### src/rtl/ram_arbiter.sv
// Two-requester arbiter (CPU, debug/loader) for a single-port synchronous RAM.
// Owner-sticky priority with a burst cap; read data is steered back to the winner.
module ram_arbiter #(
    parameter int ADDR_W    = 8,
    parameter int DATA_W    = 16,
    parameter int MAX_BURST = 4
) (
    input  logic              clk,
    input  logic              rst_n,
    input  logic              cpu_req,
    input  logic              cpu_we,
    input  logic [ADDR_W-1:0] cpu_addr,
    input  logic [DATA_W-1:0] cpu_wdata,
    output logic              cpu_gnt,
    output logic              cpu_rvalid,
    output logic [DATA_W-1:0] cpu_rdata,
    input  logic              dbg_req,
    input  logic              dbg_we,
    input  logic [ADDR_W-1:0] dbg_addr,
    input  logic [DATA_W-1:0] dbg_wdata,
    output logic              dbg_gnt,
    output logic              dbg_rvalid,
    output logic [DATA_W-1:0] dbg_rdata,
    output logic              ram_w_en,
    output logic [ADDR_W-1:0] ram_addr,
    output logic [DATA_W-1:0] ram_w_data,
    input  logic [DATA_W-1:0] ram_r_data
);

    localparam int CNT_W = (MAX_BURST < 2) ? 1 : $clog2(MAX_BURST + 1);
    localparam logic [CNT_W-1:0] BURST_MAX = CNT_W'(MAX_BURST);
    localparam logic [CNT_W-1:0] BURST_ONE = CNT_W'(1);

    typedef enum logic {
        OWN_CPU = 1'b0,
        OWN_DBG = 1'b1
    } owner_t;

    owner_t             r_owner;
    owner_t             r_rd_tag;
    logic [CNT_W-1:0]   r_burst;
    logic               r_rd_pend;

    owner_t             w_owner_nxt;
    owner_t             w_rd_tag_nxt;
    logic [CNT_W-1:0]   w_burst_nxt;
    logic               w_rd_pend_nxt;

    logic               w_cpu_win;
    logic               w_dbg_win;
    logic               w_win_we;
    owner_t             w_winner;

    // Arbitration: a lone requester always wins; on contention the owner keeps
    // the RAM until it has used up its burst allowance.
    always_comb begin
        w_cpu_win = 1'b0;
        w_dbg_win = 1'b0;
        if (rst_n) begin
            if (cpu_req && dbg_req) begin
                if (r_burst < BURST_MAX) begin
                    w_cpu_win = (r_owner == OWN_CPU);
                end else begin
                    w_cpu_win = (r_owner == OWN_DBG);
                end
                w_dbg_win = !w_cpu_win;
            end else begin
                w_cpu_win = cpu_req;
                w_dbg_win = dbg_req;
            end
        end
    end

    assign w_winner = w_dbg_win ? OWN_DBG : OWN_CPU;
    assign w_win_we = w_dbg_win ? dbg_we : cpu_we;

    // State register
    always_ff @(posedge clk) begin
        if (!rst_n) begin
            r_owner   <= OWN_DBG;
            r_burst   <= BURST_MAX;
            r_rd_pend <= 1'b0;
            r_rd_tag  <= OWN_CPU;
        end else begin
            r_owner   <= w_owner_nxt;
            r_burst   <= w_burst_nxt;
            r_rd_pend <= w_rd_pend_nxt;
            r_rd_tag  <= w_rd_tag_nxt;
        end
    end

    // Next-state logic
    always_comb begin
        w_owner_nxt   = r_owner;
        w_burst_nxt   = r_burst;
        w_rd_pend_nxt = 1'b0;
        w_rd_tag_nxt  = r_rd_tag;
        if (w_cpu_win || w_dbg_win) begin
            if (w_winner == r_owner) begin
                w_burst_nxt = (r_burst < BURST_MAX) ? r_burst + BURST_ONE : r_burst;
            end else begin
                w_owner_nxt = w_winner;
                w_burst_nxt = BURST_ONE;
            end
            w_rd_pend_nxt = !w_win_we;
            w_rd_tag_nxt  = w_winner;
        end
    end

    // Outputs: RAM bus is zeroed when idle; rvalid is masked during reset so a
    // read accepted just before reset never returns.
    always_comb begin
        cpu_gnt    = w_cpu_win;
        dbg_gnt    = w_dbg_win;
        ram_w_en   = 1'b0;
        ram_addr   = '0;
        ram_w_data = '0;
        if (w_cpu_win) begin
            ram_w_en   = cpu_we;
            ram_addr   = cpu_addr;
            ram_w_data = cpu_wdata;
        end else if (w_dbg_win) begin
            ram_w_en   = dbg_we;
            ram_addr   = dbg_addr;
            ram_w_data = dbg_wdata;
        end
        cpu_rvalid = rst_n && r_rd_pend && (r_rd_tag == OWN_CPU);
        dbg_rvalid = rst_n && r_rd_pend && (r_rd_tag == OWN_DBG);
        cpu_rdata  = cpu_rvalid ? ram_r_data : '0;
        dbg_rdata  = dbg_rvalid ? ram_r_data : '0;
    end

endmodule

### config.mk
export PLATFORM = sky130hd
export DESIGN_NAME = ram_arbiter
export DESIGN_NICKNAME = d
export VERILOG_FILES = /design/src/rtl/ram_arbiter.sv
export SDC_FILE = /design/constraint.sdc
export NUM_CORES = 1
export LEC_CHECK = 0
export ABC_AREA = 0
export CAP_MARGIN = 10
export CORE_ASPECT_RATIO = 1.1
export CORE_UTILIZATION = 23
export CTS_BUF_LIST = sky130_fd_sc_hd__clkbuf_8
export CTS_CLUSTER_SIZE = 30
export DETAILED_ROUTE_END_ITERATION = 6
export PLACE_DENSITY_LB_ADDON = 0.12
export SLEW_MARGIN = 20
export SYNTH_ARGS = -nofsm -noshare
export SYNTH_HDL_FRONTEND = slang
export SYNTH_SLANG_ARGS = --single-unit
### constraint.sdc
create_clock -name clk -period 1.9 [get_ports clk]
set_input_delay 0.19 -clock clk [delete_from_list [all_inputs] [get_ports clk]]
set_output_delay 0.19 -clock clk [all_outputs]
set_load 0.02 [all_outputs]
# Word level (Yosys, flattened, before mapping)
# Cells that the tools add are included.
[op_classes]
n_mux = 19
bitwise_logic = 3
n_lt_le_gt_ge = 1
n_eq_ne = 2
n_reduce_logical = 10
add_sub_neg = 1
[op_table]
columns = ["cell", "n"]
rows = [
  ["$mux 16", 4],
  ["$mux 8", 2],
  ["$mux 1", 11],
  ["$mux 3", 2],
  ["$reduce_and 2->1", 3],
  ["$logic_and 1x1->1", 4],
  ["$add 3x1->3 const B", 1],
  ["$lt 3x3->1 const B", 1],
  ["$not 1->1", 3],
  ["$logic_not 1->1", 2],
  ["$ne 2x1->1 const B", 1],
  ["$eq 1x1->1", 1],
  ["$logic_or 1x1->1", 1],
]
[totals]
register_bits = 6
wordCells = 40
out_inout_bits = 61
inputBits = 70

# Longest topological paths before layout
# Gate-level depths: netlist of run 1.
[depth]
ltp_word = 11
ltp_mapped = 6

# Least setup slack after synthesis of run 1
# Ideal clock, no wire load.
[synth_path]
kind = "register to output"
start = "register r_owner"
end = "output ram_w_data[1]"
path_buffers = 2
path_stages_with_launch = 6
arrival_time_ps = 1402
required_ps = 1710
setup_slack_ps = 308
path_cell_list = "dfxtp_1 -> buf_6 -> xor2_2 -> a21oi_2 -> buf_2 -> a22o_1"
[synth_between]
elab_cells_between_ends = 11
[synth_lines]
columns = ["element", "line", "rtl"]
rows = [
  ["start, declared", "39", "owner_t r_owner;"],
  ["start signal, assigned", "85", "r_owner <= w_owner_nxt;"],
  ["$not 1->1", "62", "w_cpu_win = (r_owner == OWN_CPU);"],
  ["$mux 1 *", "61", "if (r_burst < BURST_MAX) begin"],
  ["$mux 1 *", "60", "if (cpu_req && dbg_req) begin"],
  ["$mux 1 *", "59", "if (rst_n) begin"],
  ["$mux 1 *", "60", ""],
  ["$mux 1 *", "59", ""],
  ["named net cpu_gnt", "14", "output logic cpu_gnt,"],
  ["$mux 16 *", "118", "if (w_cpu_win) begin"],
  ["end, declared", "26", "output logic [DATA_W-1:0] ram_w_data,"],
]
# Mark *: on every way through the listed nets, which the timed path passes. The rest lies on a longest branch. The select of a mux whose other input is x is not followed.

# Final worst setup path of run 1
[layout_path]
start = "input rst_n"
end = "output dbg_rdata[7]"
[layout_between]
elab_chain_len = 3
[layout_lines]
columns = ["element", "line", "rtl"]
rows = [
  ["start, declared", "9", "input logic rst_n,"],
  ["$logic_and 1x1->1 (2 in series)", "128", "dbg_rvalid = rst_n && r_rd_pend && (r_rd_tag == OWN_DBG);"],
  ["$mux 16", "130", "dbg_rdata = dbg_rvalid ? ram_r_data : '0;"],
  ["end, declared", "23", "output logic [DATA_W-1:0] dbg_rdata,"],
]
# No other way between the ends.

==> tab_implementation.tex, run 1 <==
\begin{tabular}{lr}
\hline
Metric & Value \\
\hline
\multicolumn{2}{l}{\textbf{Status}} \\
Run status & completed \\
\multicolumn{2}{l}{\textbf{Power and ir drop}} \\
Relative contribution of the clock network to total power & around a quarter \\
Reported net switching power & 0.251 mW \\
P\_leak & 1.10 nW \\
Share of total power in combinational logic & 56.9\% \\
Sw Ratio & 32.6\% \\
Total chip power & between 0.7 and 0.8 mW \\
Worst IR drop on VDD & around 270 uV \\
Power per unit of standard cell area & 368 mW/mm\^{}2 \\
Sequential cell fraction of total power & between 10\% and 20\% \\
Internal power & 0.519 mW \\
\multicolumn{2}{l}{\textbf{Synthesis}} \\
Number of distinct library cells after synthesis & 27 \\
Number of enable-type register cells in the synthesized netlist & 0 \\
Post-synth ARST share & 0\% \\
Total of warnings raised by yosys & 0 \\
Leading post-synthesis cells by cell area & a22o\_1 (27\%), and2\_1 (24\%), dfxtp\_1 (14\%), nand2\_1 (3.1\%), buf\_6 (2.7\%) \\
Mapped Area & 836 um\^{}2 \\
Cells after Synth & $\sim$110 \\
Most frequent cells after synthesis & and2\_1 (32), a22o\_1 (26), nand2\_1 (7) \\
Synthesis-stage register bit count & 6 \\
Predominant post-synthesis flop cell & dfxtp\_1 \\
Cell type with the largest total area after synthesis & a22o\_1 \\
Portion of synthesized cell area occupied by the leading cell type & around 27\% \\
Part of the Yosys area used for sequential elements & 14.4\% \\
Leading cell type by number of instances after synthesis & and2\_1 \\
Net Count, Synth & 178 \\
Average size of a mapped cell & roughly 8 um\^{}2 \\
\multicolumn{2}{l}{\textbf{STA}} \\
Final critical-path required period & 1.79 ns \\
Skew final & 0.00280 ns \\
Smallest hold slack & $\sim$0.48 ns \\
Max-slew headroom & 82.5\% \\
Transition at the pin with the smallest max-transition slack & roughly 0.26 ns \\
Final setup vio count & 0 \\
Setup repair after global routing missed its margin & false \\
Number of max-slew violations in the final report & 0 \\
Final hold vios & 0 \\
Achievable clock frequency & 560 MHz \\
Share of the cycle needed by the critical path after routing & 94.0\% \\
\multicolumn{2}{l}{\textbf{Worst hold path}} \\
Cells on Worst Hold Path & 2 \\
Hold path startpoint & r\_burst[1] \\
Worst-case hold path end point & r\_burst[1] \\
HP Class & register to register \\
\multicolumn{2}{l}{\textbf{Floorplan}} \\
Row Count & 22 \\
Width of the die & 59.5 um \\
Height of the die & 65.2 um \\
Area of the core & around 0.0034 mm\^{}2 \\
Initial core utilization & 24.5\% \\
Full die area & 0.00388 mm\^{}2 \\
Count of pins on the block boundary & 131 \\
\multicolumn{2}{l}{\textbf{Cells and area}} \\
Area used by sequential logic in the layout & about 120 um\^{}2 \\
Final layout net count & between 300 and 400 \\
Core utilization of the finished layout & 61.3\% \\
Synth-to-Final Area Change & 150\% \\
Layout cells sized above 1 & between 10\% and 20\% \\
Post-route non-filler standard cell count & 287 \\
Total inserted antenna cells & 0 \\
Total of fill cells in the finished design & between 300 and 400 \\
Area of the multi-input gates & 612 um\^{}2 \\
\multicolumn{2}{l}{\textbf{Critical path}} \\
Length in cells of the worst reg-to-reg path & 4 \\
Crit Path Category & input pin to primary output \\
R2R setup slack & 0.61 ns \\
Worst R2R Start & r\_burst[2] \\
Slowest CP cell & clkdlybuf4s50\_1 \\
Destination of the worst register-to-register timing path & r\_rd\_pend \\
Worst EP required & $\sim$1.7 ns \\
Startpoint type of the worst setup path & input pin \\
Data arrival time of the worst path & roughly 1.6 ns \\
Max Fanout on Critical Path & 17 \\
Critical path capture point type & primary output \\
Worst path max stage delay & 0.57 ns \\
Crit path cell chain & clkdlybuf4s50\_1 -> and3\_1 -> buf\_12 -> and2\_1 -> dlygate4sd2\_1 \\
\multicolumn{2}{l}{\textbf{Run}} \\
Max-Cap Viols & 0 \\
\multicolumn{2}{l}{\textbf{Route}} \\
Vias after detailed routing & roughly 1300 \\
Detailed-routing iteration count for the pre-antenna-repair pass & 4 \\
Initial DRC Count & 33 \\
Total DRC errors in the routed layout & 0 \\
Antenna-violating nets left & 0 \\
Post-detailed-route via-to-cell ratio & 4.60 \\
Wire per inst & 13.4 um \\
Total Wirelength & 3840 um \\
\multicolumn{2}{l}{\textbf{GRT}} \\
Tot GR Track Use & 19.4\% \\
Global-route congestion overflow total & 0 \\
First-pass GRT wire length & 5780 um \\
Pin count of the biggest net entering global routing & 28 \\
Initial antenna violation count & 0 \\
Vias in the first global route & 1210 \\
\multicolumn{2}{l}{\textbf{Clock tree}} \\
Post-CTS Hold Fix Bufs & 0 \\
Clock Tree Buf Depth & 2 \\
Clock-pin slew on the worst setup and hold paths & 0.04 ns \\
Total number of H-tree levels & 1 \\
Number of sinks on the clock net & 6 \\
CTS Root Buffer Type & clkbuf\_8 \\
Post-CTS Repair Setup Buffers & 0 \\
Number of buffers created by CTS & 3 \\
Worst skew pair latency & 0.22 ns \\
CTS tree & built \\
\multicolumn{2}{l}{\textbf{Placement}} \\
Routability cong. & approximately 0.75 \\
Number of placed cells counting well taps & 284 \\
Count of input and output buffers & 130 \\
Half-perimeter wire length after placement & 3370 um \\
\hline
\end{tabular}
==> worst max-delay path, delay by kind of cell <==
kind / cells / cell delay, ns
AND/OR/NAND/NOR: 2 / 0.36
buffers and inverters: 3 / 1.05
==> state kept, by name (all words and copies together), names as in the netlist <==
signal     flops
r_burst        3
r_owner        1
r_rd_pend      1
r_rd_tag       1
==> worst max-delay path by stage <==
stage | from | endpoint | slack [ns] | depth (start not counted)
floorplan | r_owner | ram_w_data[1] | 0.31 | 5
global placement | cpu_req | ram_addr[5] | -0.33 | 6
detailed placement | cpu_req | ram_addr[4] | -0.36 | 6
CTS | r_burst[2] | ram_w_data[7] | 0.004 | 5
global route | rst_n | dbg_rdata[7] | 0.04 | 5
finish | rst_n | dbg_rdata[7] | 0.11 | 5
==> power groups by stage <==
stage          clock, mW  combinational (mW)  sequential [mW]
3_3_place_gp           0               0.483            0.148
2_1_floorplan          0               0.207            0.148
6_report           0.184               0.438            0.148
4_1_cts            0.189               0.463            0.147
5_1_grt            0.196               0.468            0.149
3_5_place_dp           0               0.495            0.149
==> layout make-up <==
type / count / share of cell area (%)
Clock buffer: 3 / 1.97
Inverter: 4 / 0.718
Multi-Input combinational cell: 86 / 29.3
Sequential cell: 6 / 5.75
Tap cell: 48 / 2.87
Timing Repair Buffer: 140 / 59.4
==> cells in the final DEF, fill, tap and decap left out, types with 2 or more instances in the layout <==
cell type and count:
buf_12 3, a21oi_1 3, mux2i_1 2, clkbuf_2 23
buf_4 7, inv_1 4, a22o_1 26, buf_2 2
dfxtp_1 6, nor2_1 2, and2_1 32, clkdlybuf4s50_1 68
clkbuf_8 3, dlygate4sd2_1 37, nand2_1 7
==> through the flow <==
step           instance area [um^2]  setup TNS (ns)  setup slack (ns)
6_report                       2090               0             0.114
5_1_grt                        2090               0            0.0444
4_1_cts                        2220               0           0.00428
3_5_place_dp                   2220          -13.12            -0.359
3_3_place_gp                   2220          -12.26            -0.328
2_1_floorplan                   836               0             0.308
==> metal layers <==
| metal | global-route usage, % | wire [um] | vias to the layer above |
|---|---|---|---|
| met2 | 37.6 | 2020 | 88 |
| met4 | 5.06 | 53 | 0 |
| met5 | 0 | 0 | - |
| met1 | 19.3 | 1310 | 583 |
| met3 | 6.10 | 453 | 4 |
| li1 | - | - | 645 |
==> timing repair <==
item,in CTS,in global routing
setup endpoints to repair,61,25
gates resized for setup,88,26
endpoints found under the hold margin,0,0
==> cell families (layout without fill, tap and decap cells) <==
group           Yosys count  count (layout)  synth area share, %
simple gates             45              45                 31.1
compound gates           37              37                 36.2
buf+inv                  15             147                 12.4
flops                     6               6                 14.4
mux                       2               2                 2.40
fa+ha+maj                 1               1                 1.50
xor+xnor                  1               1                 1.95
Note: power is estimated with default switching activity, not from simulation.
==> run 2: changes to the inputs <==
Settings changed: CELL_PAD_IN_SITES_DETAIL_PLACEMENT set to 0, CELL_PAD_IN_SITES_GLOBAL_PLACEMENT set to 1, CORE_UTILIZATION 23 to 13.
==> run 2 against run 1 <==
Clock power up 5%. Power up 1.2%. Die area up 74%. First-iteration DRC count down 58%. Critical path depth up 1. Critical endpoint is now ram_addr[3]. Largest cell class unchanged.
==> tab_implementation.tex, run 2 (synthesis results as in run 1) <==
\begin{tabular}{lr}
\hline
Metric & Value \\
\hline
\multicolumn{2}{l}{\textbf{Status}} \\
Run status & completed \\
\multicolumn{2}{l}{\textbf{Route}} \\
Post-detailed-route via-to-cell ratio & 4.10 \\
Antenna-violating nets left & 0 \\
Total Wirelength & 3660 um \\
Detailed-routing iteration count for the pre-antenna-repair pass & 4 \\
Total DRC errors in the routed layout & 0 \\
Vias after detailed routing & 1311 \\
Initial DRC Count & 14 \\
Wire per inst & 11.4 um \\
\multicolumn{2}{l}{\textbf{Clock tree}} \\
Number of sinks on the clock net & 6 \\
Total number of H-tree levels & 1 \\
Clock-pin slew on the worst setup and hold paths & around 0.040 ns \\
CTS tree & built \\
Clock Tree Buf Depth & 2 \\
Number of buffers created by CTS & 3 \\
Worst skew pair latency & 0.22 ns \\
CTS Root Buffer Type & clkbuf\_8 \\
\multicolumn{2}{l}{\textbf{Floorplan}} \\
Height of the die & 86.1 um \\
Count of pins on the block boundary & 131 \\
Full die area & between 0.006 and 0.007 mm\^{}2 \\
Row Count & 30 \\
Area of the core & just over 0.006 mm\^{}2 \\
Initial core utilization & 13.5\% \\
Width of the die & 78.5 um \\
\multicolumn{2}{l}{\textbf{Critical path}} \\
Max Fanout on Critical Path & 27 \\
Data arrival time of the worst path & approximately 1.6 ns \\
Worst EP required & between 1.5 and 2 ns \\
Crit Path Category & input pin to primary output \\
Startpoint type of the worst setup path & input pin \\
Critical path capture point type & primary output \\
\multicolumn{2}{l}{\textbf{GRT}} \\
Pin count of the biggest net entering global routing & 28 \\
Vias in the first global route & roughly 1400 \\
Global-route congestion overflow total & 0 \\
Initial antenna violation count & 0 \\
Tot GR Track Use & 10.8\% \\
First-pass GRT wire length & 5920 um \\
\multicolumn{2}{l}{\textbf{Placement}} \\
Count of input and output buffers & 130 \\
Number of placed cells counting well taps & 317 \\
Routability cong. & 0.735 \\
Half-perimeter wire length after placement & approximately 3000 um \\
\multicolumn{2}{l}{\textbf{STA}} \\
Number of max-slew violations in the final report & 0 \\
Setup repair after global routing missed its margin & false \\
Transition at the pin with the smallest max-transition slack & $\sim$0.18 ns \\
Max-slew headroom & between 80\% and 90\% \\
Final critical-path required period & 1.78 ns \\
Final setup vio count & 0 \\
Final hold vios & 0 \\
Share of the cycle needed by the critical path after routing & between 90\% and 100\% \\
Skew final & 0.00143 ns \\
Achievable clock frequency & $\sim$560 MHz \\
Setup TNS & 0 ns \\
\multicolumn{2}{l}{\textbf{Worst hold path}} \\
HP Class & register to register \\
\multicolumn{2}{l}{\textbf{Run}} \\
Max-Cap Viols & 0 \\
\multicolumn{2}{l}{\textbf{Cells and area}} \\
Layout cells sized above 1 & between 10\% and 20\% \\
Final layout net count & 313 \\
Synth-to-Final Area Change & 156\% \\
Number of flip-flops under the largest register name & 3 \\
Largest reg by FF count & r\_burst \\
Total inserted antenna cells & 0 \\
Most common cell after layout, fill and taps aside & clkdlybuf4s50\_1 \\
Total of fill cells in the finished design & 704 \\
Post-route non-filler standard cell count & 320 \\
Most frequent cells in the layout & clkdlybuf4s50\_1 (69), dlygate4sd2\_1 (36), and2\_1 (32), a22o\_1 (26), clkbuf\_2 (17) \\
\multicolumn{2}{l}{\textbf{Power and ir drop}} \\
Power per unit of standard cell area & 364 mW/mm\^{}2 \\
Worst IR drop on VDD & 159 uV \\
P\_leak & $\sim$1.1 nW \\
Total chip power & 0.779 mW \\
\hline
\end{tabular}
run 2: changes by cell type in the layout (fill, tap and decap cells not counted), sizes merged:
| cell | delta |
|---|---|
| clkbuf | -6 |
| buf | +7 |
| dlygate4sd2 | -1 |
| clkdlybuf4s50 | +1 |
run 2: worst max-delay path, stage by stage:
cell and delay, ns:
clkdlybuf4s50_1 0.50, inv_1 0.07, o211a_1 0.25, buf_12 0.16, a22o_1 0.25, buf_2 0.16
run 2: per-stage QoR:
step	hold WS (ns)	setup WS [ns]	util, %	cell area (um^2)
floorplan	0.355	0.308	-	836
global placement	0.468	-0.276	36.6	2270
detailed placement	0.484	-0.275	36.6	2270
CTS	0.489	0.000599	36.7	2270
global route	0.502	0.0521	34.5	2140
finish	0.484	0.122	34.5	2140
run 2: worst paths after layout:
| kind | startpoint | end | slack, ns | depth (start not counted) |
|---|---|---|---|---|
| worst max-delay path | cpu_req | ram_addr[3] | 0.12 | 6 |
| worst min-delay path | r_burst[1] | r_burst[1] | 0.48 | 2 |
| worst max register to register | r_owner | r_rd_pend | 0.60 | 4 |
| worst min register to register | r_burst[1] | r_burst[1] | 0.48 | 2 |
run 2: what timing repair did:
action / in CTS / in global routing
endpoints found under the setup margin: 61 / 25
pin swaps: 1 / 0
hold buffers: 0 / 0
setup buffers: 0 / 0
gates resized for setup: 94 / 25
run 2: where the power goes:
part	total, mW	internal [mW]	switching, mW
clock	0.194	0.136	0.0575
combinational	0.437	0.247	0.191
sequential	0.148	0.139	0.00897
run 2: area by class of cell:
| cell class | count | area [um^2] | area share [%] |
|---|---|---|---|
| repair buffers | 141 | 1250 | 58.5 |
| multi-input cells | 86 | 612 | 28.6 |
| flip-flops and latches | 6 | 120 | 5.61 |
| well taps | 80 | 100 | 4.68 |
| clock buffers | 3 | 41.3 | 1.93 |
| inverters | 4 | 15.0 | 0.702 |
run 2: per-layer routing:
metal | up-vias | wire (um) | GRT usage [%]
met2 | 104 | 1650 | 20.7
met1 | 556 | 1430 | 10.7
li1 | 647 | - | -
met5 | - | 0 | 0
met3 | 4 | 548 | 4.36
met4 | 0 | 31 | 3.03
